$ cat src/rtl/wb_sram_pkg.sv
// Shared types and constants for the Wishbone SRAM responder.
// WB_SRAM_PARITY_EN widens the SRAM word to carry one even-parity bit per byte.
package wb_sram_pkg;

  typedef enum logic [2:0] {
    ST_IDLE,
    ST_RD,
    ST_BURST,
    ST_WACK,
    ST_ERR,
    ST_TURN
  } state_e;

`ifdef WB_SRAM_PARITY_EN
  localparam int MEM_DW = 18;
`else
  localparam int MEM_DW = 16;
`endif

  localparam int BL4 = 4;
  localparam int BL8 = 8;

  function automatic logic byte_parity(input logic [7:0] b);
    return ^b;
  endfunction

endpackage

$ cat src/rtl/wb_sram_burst_gen.sv
// Burst address generator: latches the first-beat address and burst length,
// then produces the wrapped address of the next beat to read and flags the final beat.
module wb_sram_burst_gen
  import wb_sram_pkg::*;
#(
  parameter int MEM_ADDR_W = 10
) (
  input  logic                  i_clk,
  input  logic                  i_rst,
  input  logic                  start,
  input  logic [MEM_ADDR_W-1:0] start_addr,
  input  logic                  start_len8,
  input  logic                  advance,
  output logic [MEM_ADDR_W-1:0] next_addr,
  output logic                  last_beat
);

  logic [MEM_ADDR_W-1:0] base_q, base_d;
  logic [2:0]            cnt_q, cnt_d;
  logic                  len8_q, len8_d;
  logic [2:0]            mask;
  logic [2:0]            low;

  always_comb begin
    base_d = base_q;
    cnt_d  = cnt_q;
    len8_d = len8_q;
    if (start) begin
      base_d = start_addr;
      cnt_d  = '0;
      len8_d = start_len8;
    end else if (advance) begin
      cnt_d = cnt_q + 3'd1;
    end
  end

  // cnt_q is the beat being acknowledged; the address issued is for the beat after it.
  always_comb begin
    mask      = len8_q ? 3'(BL8 - 1) : 3'(BL4 - 1);
    low       = (base_q[2:0] + cnt_q + 3'd1) & mask;
    next_addr = {base_q[MEM_ADDR_W-1:3], (base_q[2:0] & ~mask) | low};
    last_beat = (cnt_q == mask);
  end

  always_ff @(posedge i_clk) begin
    if (!i_rst) begin
      base_q <= '0;
      cnt_q  <= '0;
      len8_q <= 1'b0;
    end else begin
      base_q <= base_d;
      cnt_q  <= cnt_d;
      len8_q <= len8_d;
    end
  end

endmodule

$ cat src/rtl/wb_sram_responder.sv
// Wishbone responder for a single-port synchronous SRAM: single reads/writes and 4/8-beat wrapped read bursts.
// Optional WB_SRAM_PARITY_EN stores per-byte parity and answers a corrupted read beat with wb_err.
module wb_sram_responder
  import wb_sram_pkg::*;
#(
  parameter int                   WB_ADDR_W  = 24,
  parameter int                   MEM_ADDR_W = 10,
  parameter logic [WB_ADDR_W-1:0] BASE_ADDR  = '0
) (
  input  logic                  i_clk,
  input  logic                  i_rst,
  input  logic                  wb_cyc,
  input  logic                  wb_stb,
  input  logic                  wb_we,
  input  logic [WB_ADDR_W-1:0]  wb_adr,
  input  logic [15:0]           wb_i_dat,
  input  logic [1:0]            wb_sel,
  input  logic                  wb_4_burst,
  input  logic                  wb_8_burst,
  output logic [15:0]           wb_o_dat,
  output logic                  wb_ack,
  output logic                  wb_err,
  output logic                  wb_rty,
  output logic                  mem_en,
  output logic                  mem_we,
  output logic [1:0]            mem_wmask,
  output logic [MEM_ADDR_W-1:0] mem_addr,
  output logic [MEM_DW-1:0]     mem_wdata,
  input  logic [MEM_DW-1:0]     mem_rdata
);

  state_e                state_q, state_d;
  logic [15:0]           data_q, data_d;
  logic                  in_window;
  logic                  rd_perr;
  logic                  rd_ack;
  logic                  burst_start;
  logic                  burst_adv;
  logic [MEM_ADDR_W-1:0] burst_addr;
  logic                  burst_last;

  assign in_window = (wb_adr[WB_ADDR_W-1:MEM_ADDR_W] == BASE_ADDR[WB_ADDR_W-1:MEM_ADDR_W]);
  assign wb_rty    = 1'b0;
  assign mem_wmask = wb_sel;

`ifdef WB_SRAM_PARITY_EN
  assign mem_wdata = {wb_sel[1] & byte_parity(wb_i_dat[15:8]),
                      wb_sel[0] & byte_parity(wb_i_dat[7:0]), wb_i_dat};
  assign rd_perr   = (byte_parity(mem_rdata[15:8]) != mem_rdata[17]) ||
                     (byte_parity(mem_rdata[7:0])  != mem_rdata[16]);
`else
  assign mem_wdata = wb_i_dat;
  assign rd_perr   = 1'b0;
`endif

  wb_sram_burst_gen #(.MEM_ADDR_W(MEM_ADDR_W)) u_burst_gen (
    .i_clk      (i_clk),
    .i_rst      (i_rst),
    .start      (burst_start),
    .start_addr (wb_adr[MEM_ADDR_W-1:0]),
    .start_len8 (wb_8_burst),
    .advance    (burst_adv),
    .next_addr  (burst_addr),
    .last_beat  (burst_last)
  );

  // The first SRAM access is issued straight from IDLE so a single beat acks one cycle after the request.
  always_comb begin
    state_d     = state_q;
    wb_ack      = 1'b0;
    wb_err      = 1'b0;
    mem_en      = 1'b0;
    mem_we      = 1'b0;
    mem_addr    = '0;
    rd_ack      = 1'b0;
    burst_start = 1'b0;
    burst_adv   = 1'b0;
    case (state_q)
      ST_IDLE: begin
        if (i_rst && wb_cyc && wb_stb) begin
          if (!in_window) begin
            state_d = ST_ERR;
          end else begin
            mem_en   = 1'b1;
            mem_addr = wb_adr[MEM_ADDR_W-1:0];
            if (wb_we) begin
              mem_we  = 1'b1;
              state_d = ST_WACK;
            end else if (wb_4_burst || wb_8_burst) begin
              burst_start = 1'b1;
              state_d     = ST_BURST;
            end else begin
              state_d = ST_RD;
            end
          end
        end
      end
      ST_RD: begin
        if (!wb_cyc) begin
          state_d = ST_IDLE;
        end else begin
          wb_err  = rd_perr;
          wb_ack  = !rd_perr;
          rd_ack  = !rd_perr;
          state_d = ST_TURN;
        end
      end
      ST_BURST: begin
        if (!wb_cyc) begin
          state_d = ST_IDLE;
        end else if (rd_perr) begin
          wb_err  = 1'b1;
          state_d = ST_TURN;
        end else begin
          wb_ack = 1'b1;
          rd_ack = 1'b1;
          if (burst_last) begin
            state_d = ST_TURN;
          end else begin
            mem_en    = 1'b1;
            mem_addr  = burst_addr;
            burst_adv = 1'b1;
          end
        end
      end
      ST_WACK: begin
        if (!wb_cyc) begin
          state_d = ST_IDLE;
        end else begin
          wb_ack  = 1'b1;
          state_d = ST_TURN;
        end
      end
      ST_ERR: begin
        wb_err  = 1'b1;
        state_d = ST_TURN;
      end
      ST_TURN: state_d = ST_IDLE;
      default: state_d = ST_IDLE;
    endcase
  end

  assign data_d   = rd_ack ? mem_rdata[15:0] : data_q;
  assign wb_o_dat = data_d;

  always_ff @(posedge i_clk) begin
    if (!i_rst) begin
      state_q <= ST_IDLE;
      data_q  <= '0;
    end else begin
      state_q <= state_d;
      data_q  <= data_d;
    end
  end

endmodule
$ cat config.mk
export PLATFORM = sky130hd
export DESIGN_NAME = wb_sram_responder
export DESIGN_NICKNAME = d
export VERILOG_FILES = /design/src/rtl/wb_sram_pkg.sv /design/src/rtl/wb_sram_burst_gen.sv /design/src/rtl/wb_sram_responder.sv
export SDC_FILE = /design/constraint.sdc
export NUM_CORES = 1
export LEC_CHECK = 0
export ABC_AREA = 1
export CORE_ASPECT_RATIO = 0.8
export CORE_MARGIN = 2
export CORE_UTILIZATION = 27
export DETAILED_ROUTE_END_ITERATION = 8
export HOLD_SLACK_MARGIN = 0.05
export SLEW_MARGIN = 20
export SYNTH_ARGS = -nofsm -noshare
export SYNTH_HDL_FRONTEND = slang
export SYNTH_HIERARCHICAL = 1
export SYNTH_SLANG_ARGS = --single-unit
export TNS_END_PERCENT = 50
$ cat constraint.sdc
create_clock -name i_clk -period 1.9 [get_ports i_clk]
set_input_delay 0.57 -clock i_clk [delete_from_list [all_inputs] [get_ports i_clk]]
set_output_delay 0.57 -clock i_clk [all_outputs]
set_load 0.02 [all_outputs]
==> results of run 1 <==
per-stage QoR:
stage | setup WS (ns) | instances | TNS (ns) | hold slack (ns)
finish | -0.411 | 509 | -5.73 | 0.484
global route | -0.522 | 509 | -8.24 | 0.501
CTS | -0.427 | 506 | -8.10 | 0.474
detailed placement | -1.06 | 484 | -34.13 | 0.463
global placement | -1.03 | 484 | -32.93 | 0.461
floorplan | -0.0485 | 292 | -0.398 | 0.435
logic make-up (layout without fill, tap and decap cells):
group | count (synthesis) | after routing
other | 1 | 1
and+or+nand+nor | 133 | 133
adders and majority gates | 3 | 3
AOI/OAI and AO/OA | 38 | 38
DFF | 33 | 33
buffers and inverters | 84 | 196
Yosys cell counts:
cell and n:
clkbuf_1 1, fa_1 1, o21ai_0 12, nand2_2 6, clkinv_1 1, o21ai_1 1, nor2_1 47, dfxtp_1 33
nor2_2 3, a21oi_1 9, ha_1 2, nand2_1 52, inv_1 40, o21ai_2 16, buf_2 1, nand4_1 2
inv_2 6, nand3_1 10, nand2_4 1, or2_1 1, conb_1 1, inv_4 1, nor2_4 4, nand3_2 5
buf_6 6, nor3_1 2, buf_8 1, buf_4 27
timing repair:
action / 4_1_cts / 5_1_grt
resized for setup: 213 / 61
pin swaps: 26 / 28
hold endpoints to repair: 0 / 0
buffers inserted: 13 / 5
cloned: 1 / 1
setup endpoints to repair: 39 / 30
routing by layer:
layer  vias up  part of all wire  track usage
met5         -                 0            0
met3         7             0.042       0.0204
met4         0             0.011       0.0541
li1       1082                 -            -
met1       966              0.43        0.160
met2        41              0.51        0.225
flip-flops by register name (all words and copies together), names as in the netlist:
name,cells
data_q,16
u_burst_gen/len8_q,1
state_q,3
u_burst_gen/cnt_q,3
u_burst_gen/base_q,10
power breakdown:
part | switching (uW) | total [uW] | internal (uW)
logic | 96.9 | 223 | 126
clock network | 266 | 694 | 428
registers | 2.73 | 697 | 694
total | 366 | 1610 | 1250
worst max-delay path: stages, from the launching register on:
cell and delay (ns):
dfxtp_4 0.36, inv_4 0.06, ha_4 0.11, inv_2 0.03, fa_2 0.37, inv_2 0.06, nand2_2 0.05, nand3_2 0.06
nand2_1 0.04, nand2_1 0.06, nand2_1 0.06, nand2_2 0.07, buf_6 0.11
final timing paths:
kind                            to  cells after the start
max reg2reg   u_burst_gen/cnt_q[2]                     12
min reg2reg  u_burst_gen/base_q[2]                      2
min          u_burst_gen/base_q[2]                      2
max                    mem_addr[2]                     12
area by class of cell:
| type | count | area [um2] | area share |
|---|---|---|---|
| clock buffer | 7 | 86.3 | 0.0243 |
| clock inverter | 1 | 30.0 | 0.00846 |
| inverter | 48 | 188 | 0.0529 |
| multi-input combinational | 175 | 1200 | 0.339 |
| sequential | 33 | 671 | 0.189 |
| tap | 105 | 131 | 0.0370 |
| timing repair buffer | 140 | 1240 | 0.350 |
==> flow_summary.ini, run 1 <==
[setup_path]
r2r_slack_ns = 0.22
critPathKind = reg2out
cp-end-kind = primary output
required_ns = 1.33
critPathArrivalTime_ns = 1.74
r2r-start = u_burst_gen/cnt_q[1]
cp_max_fo = 3
crit_start = u_burst_gen/cnt_q[0]
startpoint_type = register

[timing]
hold_violations = 0
clock_skew_ns = 0.00867
drv_slew = 0
maxClockFrequency_mhz = 433
period_minus_slack_ns = 2.31
report.final.setup_viol = 28
fin_crit_sh = 1.22
fin_ws_ns = -0.411
rsz0062_at_grt = true

[min_path]
hp-start = u_burst_gen/base_q[2]
hold_class = reg2reg

[cts]
h-tree-depth = 2
cts_root_buf = clkbuf_8
clk_path_buf_depth = 2
tritoncts = yes
cts_sinks = 33
numCtsBuffers = 5
hold_buffers = 0
clock_latency_ns = 0.29
clk_pin_slew_ns = 0.08

[synthesis]
syn-cell-area_um2 = 2050
synthTopCellsByArea = dfxtp_1, buf_4, nand2_1, nor2_1, inv_1
synth.avg_cell_area_um2 = 7.02
synth_top_area_frac = 0.322
ys_seq_elements = 33
synth_largest_area_cell = dfxtp_1
synth_simple_gate_area_frac = 0.299
yosysWarnings = 6
syn_nets = 360
synthDistinctLibCells = 28
synth_adder_area_share = 0.0220
synth_mux_area_frac = 0
synth_compound_area_frac = 0.122
yosysSeqAreaShare = 0.322
synth-xor-area-share = 0
synthCells = 292
synth_top_family_by_area = simple AND/OR/NAND/NOR gates

[power_and_ir_drop]
p_total_uw = 1610
leakagePower_uw = 0.00182
power_density_nw_per_um2 = 455
ir_drop_mv = 0.265

[route]
routedWlPerCell_um = 11.0
via_per_inst = 4.12
via_count = 2096
ant_nets = 0
drt_iter0_markers = 40
dr.pass1.iters = 4
wirelength_um = 5610
drc_errors = 0

[cells_and_area]
fin_util = 0.480
layout-drive-gt1-share = 0.525
fin_nets = 471
most-common-layout-cells = buf_4, nor2_1, inv_1
diodes = 0
fillCellCount = 748
fin_area_um2 = 3550
final_common_cell = buf_4
area_growth_pct = 73.1

[status]
status = finished, violations left
violations = setup timing

[global_route]
grt_use_total = 0.129
grt_pass1_vias = 1958
grt_pass1_wl_um = 8510
grt_overflow_total = 0
grt_max_degree = 21
antenna_found_initial = 0

[place]
dpl_cell_area_um2 = 3090
gp_congestion = 0.721
numPortBuffers = 76
post-dp-hpwl_um = 3970

[die]
start_util = 0.277
pin_count = 114
die_h_um = 81.9
die_x_um = 101
die_area_um2 = 8310
core_um2 = 7390
core.rowCount = 28

[flow_run]
maxCapViolations = 0
Power figures use the tool's default switching activity.
==> run 2, diff against run 1 <==
--- a/config.mk
+++ b/config.mk
@@ -9,7 +9,9 @@
 export CORE_ASPECT_RATIO = 0.8
 export CORE_MARGIN = 2
-export CORE_UTILIZATION = 27
+export CORE_UTILIZATION = 30
 export DETAILED_ROUTE_END_ITERATION = 8
 export HOLD_SLACK_MARGIN = 0.05
+export PLACE_DENSITY = 0.68
+export SKIP_LAST_GASP = 1
 export SLEW_MARGIN = 20
 export SYNTH_ARGS = -nofsm -noshare
==> constraint.sdc (replaced) <==
create_clock -name i_clk -period 1.9 [get_ports i_clk]
set_input_delay 0.57 -clock i_clk [delete_from_list [all_inputs] [get_ports i_clk]]
set_output_delay 0.57 -clock i_clk [all_outputs]
set_load 0.005 [all_outputs]
==> run 2 against run 1 <==
Total power is 1.5% lower. Die area is 9.6% lower. Sequential power hardly changed. Highest routed layer unchanged. First-iteration DRC count is 65% higher. Critical path depth stayed put. Worst setup slack better by 0.023 ns. Sequential share of layout area is 0.19 points higher. The flow still finishes with violations (setup timing). Combinational power hardly changed. Maximum frequency is 0.99% higher. Clock skew is 0.0025 ns lower.
==> flow_summary.ini, run 2 (synthesis gave the netlist of run 1 again) <==
[status]
status = finished, violations left
violations = setup timing

[cts]
cts_root_buf = clkbuf_8
clk_pin_slew_ns = 0.07
tritoncts = yes
clk_path_buf_depth = 2
clock_latency_ns = 0.28
cts_sinks = 33
hold_buffers = 0
numCtsBuffers = 5
h-tree-depth = 2

[route]
wl_met2_um = 3100
drt_iter0_markers = 66
top_layer = met4
via_count = 2167
via_per_inst = 4.32
routedWlPerCell_um = 11.8
route.met3.wl_um = 308
drc_errors = 0
dr.pass1.iters = 4
wirelength_um = 5940
ant_nets = 0
drt-met1-wl_um = 2480

[timing]
drv_slew = 0
holdWs_ns = 0.478
rsz0062_at_grt = true
fin_crit_sh = 1.20
fin_ws_ns = -0.388
period_minus_slack_ns = 2.29
hold_violations = 0
report.final.setup_viol = 30
clock_skew_ns = 0.00620
setup_tns_ns = -7.98
maxClockFrequency_mhz = 437

[power_and_ir_drop]
p_total_uw = 1590
ir_drop_mv = 0.252
seq_power_share = 0.437
p_comb_frac = 0.139
sw_frac_of_total = 0.211
internal_power_uw = 1250
pwr-share-clk = 0.424
power_density_nw_per_um2 = 451
power_switching_uw = 336
leakagePower_uw = 0.00180

[cells_and_area]
reg_top3 = data_q: 16 flops, u_burst_gen/base_q: 10 flops
multi_input_area_um2 = 1110
area_growth_pct = 72.0
fillCellCount = 610
most-common-layout-cells = buf_4, nor2_1, inv_1
fin_nets = 485
regMostFlops = data_q
final_cells = 502
diodes = 0
final_common_cell = buf_4
seqCellArea_um2 = 673
layout-drive-gt1-share = 0.474
largest_reg_flops = 16

[setup_path]
cp_max_fo = 3
reg2reg_depth = 13
crit_path_frequent_cell = nand2_1
required_ns = 1.33
crit_start = u_burst_gen/cnt_q[0]
startpoint_type = register
r2r-start = state_q[2]
crit_buf_inv = 4
critPathKind = reg2out
critPathArrivalTime_ns = 1.72
slowest_delay_ns = 0.37
crit_chain = inv_4, ha_4, inv_2, fa_2, inv_1, nand2_1, nand3_1, nand2_1, nand2_1, nand2_2, nand2_1, buf_2
r2r_slack_ns = 0.23
worst_path_max_delay_cell = dfxtp_4
cp-end-kind = primary output
cp_top_family = adder cells
r2r-end = data_q[3]

[flow_run]
maxCapViolations = 0

[die]
pin_count = 114
die_h_um = 77.9
die_x_um = 96.4
core_um2 = 6510
die_area_um2 = 7510
core.rowCount = 26
start_util = 0.315

[global_route]
grt_max_degree = 18
grt_pass1_wl_um = 9460
grt_overflow_total = 0
grt_pass1_vias = 2120
antenna_found_initial = 0
grt_use_total = 0.158

[place]
gp_congestion = 0.783
numPortBuffers = 76
dp.cells = 463
post-dp-hpwl_um = 3800

[min_path]
hold_class = reg2reg
hp-start = u_burst_gen/base_q[2]
worstHoldPathCells = 2
whs_endpoint = u_burst_gen/base_q[2]
-- run 2: metrics by stage --
step                      cell area [um2]  utilization  setup slack [ns]
after floorplan                      2050            -           0.00525
after global placement               3040        0.467            -0.914
after detailed placement             3040        0.467            -0.948
after CTS                            3430        0.527            -0.375
after global routing                 3530        0.542            -0.506
final                                3530        0.542            -0.388
-- run 2: power by group through the flow --
| stage | registers [uW] | clock network, uW | logic [uW] |
|---|---|---|---|
| after floorplan | 715 | 0 | 85.4 |
| after CTS | 698 | 695 | 217 |
| after global routing | 695 | 727 | 239 |
| final | 695 | 674 | 221 |
| after global placement | 715 | 0 | 207 |
| after detailed placement | 715 | 0 | 209 |
-- run 2: final cells by class --
cell class                      instances  area share
Tap cell                               84      0.0298
Multi-Input combinational cell        175       0.316
Inverter                               48      0.0525
Sequential cell                        33       0.191
Clock inverter                          1     0.00852
Clock buffer                            7      0.0245
Timing Repair Buffer                  154       0.378
-- run 2: timing repair --
| item | 4_1_cts | 5_1_grt |
|---|---|---|
| gates cloned | 2 | 1 |
| pin swaps | 34 | 16 |
| endpoints found under the setup margin | 39 | 30 |
| resized for setup | 185 | 32 |
| buffers inserted | 24 | 6 |
-- run 2: routing by layer --
metal / up-vias / track usage
li1: 1107 / -
met1: 1001 / 0.188
met2: 51 / 0.283
met3: 8 / 0.0301
met4: 0 / 0.0493
met5: - / 0
-- run 2: worst max path at each step --
stage | end | slack, ns | cells past startpoint
floorplan | mem_addr[0] | 0.005 | 7
global placement | mem_addr[1] | -0.91 | 9
detailed placement | mem_addr[0] | -0.95 | 9
CTS | mem_addr[2] | -0.37 | 12
global route | mem_addr[1] | -0.51 | 10
finish | mem_addr[2] | -0.39 | 12
-- run 2: worst min-delay path, delay by kind of cell (launching register included) --
kind                   cells  cell delay, ns
flip-flops                 1            0.31
buffers and inverters      1            0.07
AO/OA/AOI/OAI              1            0.06
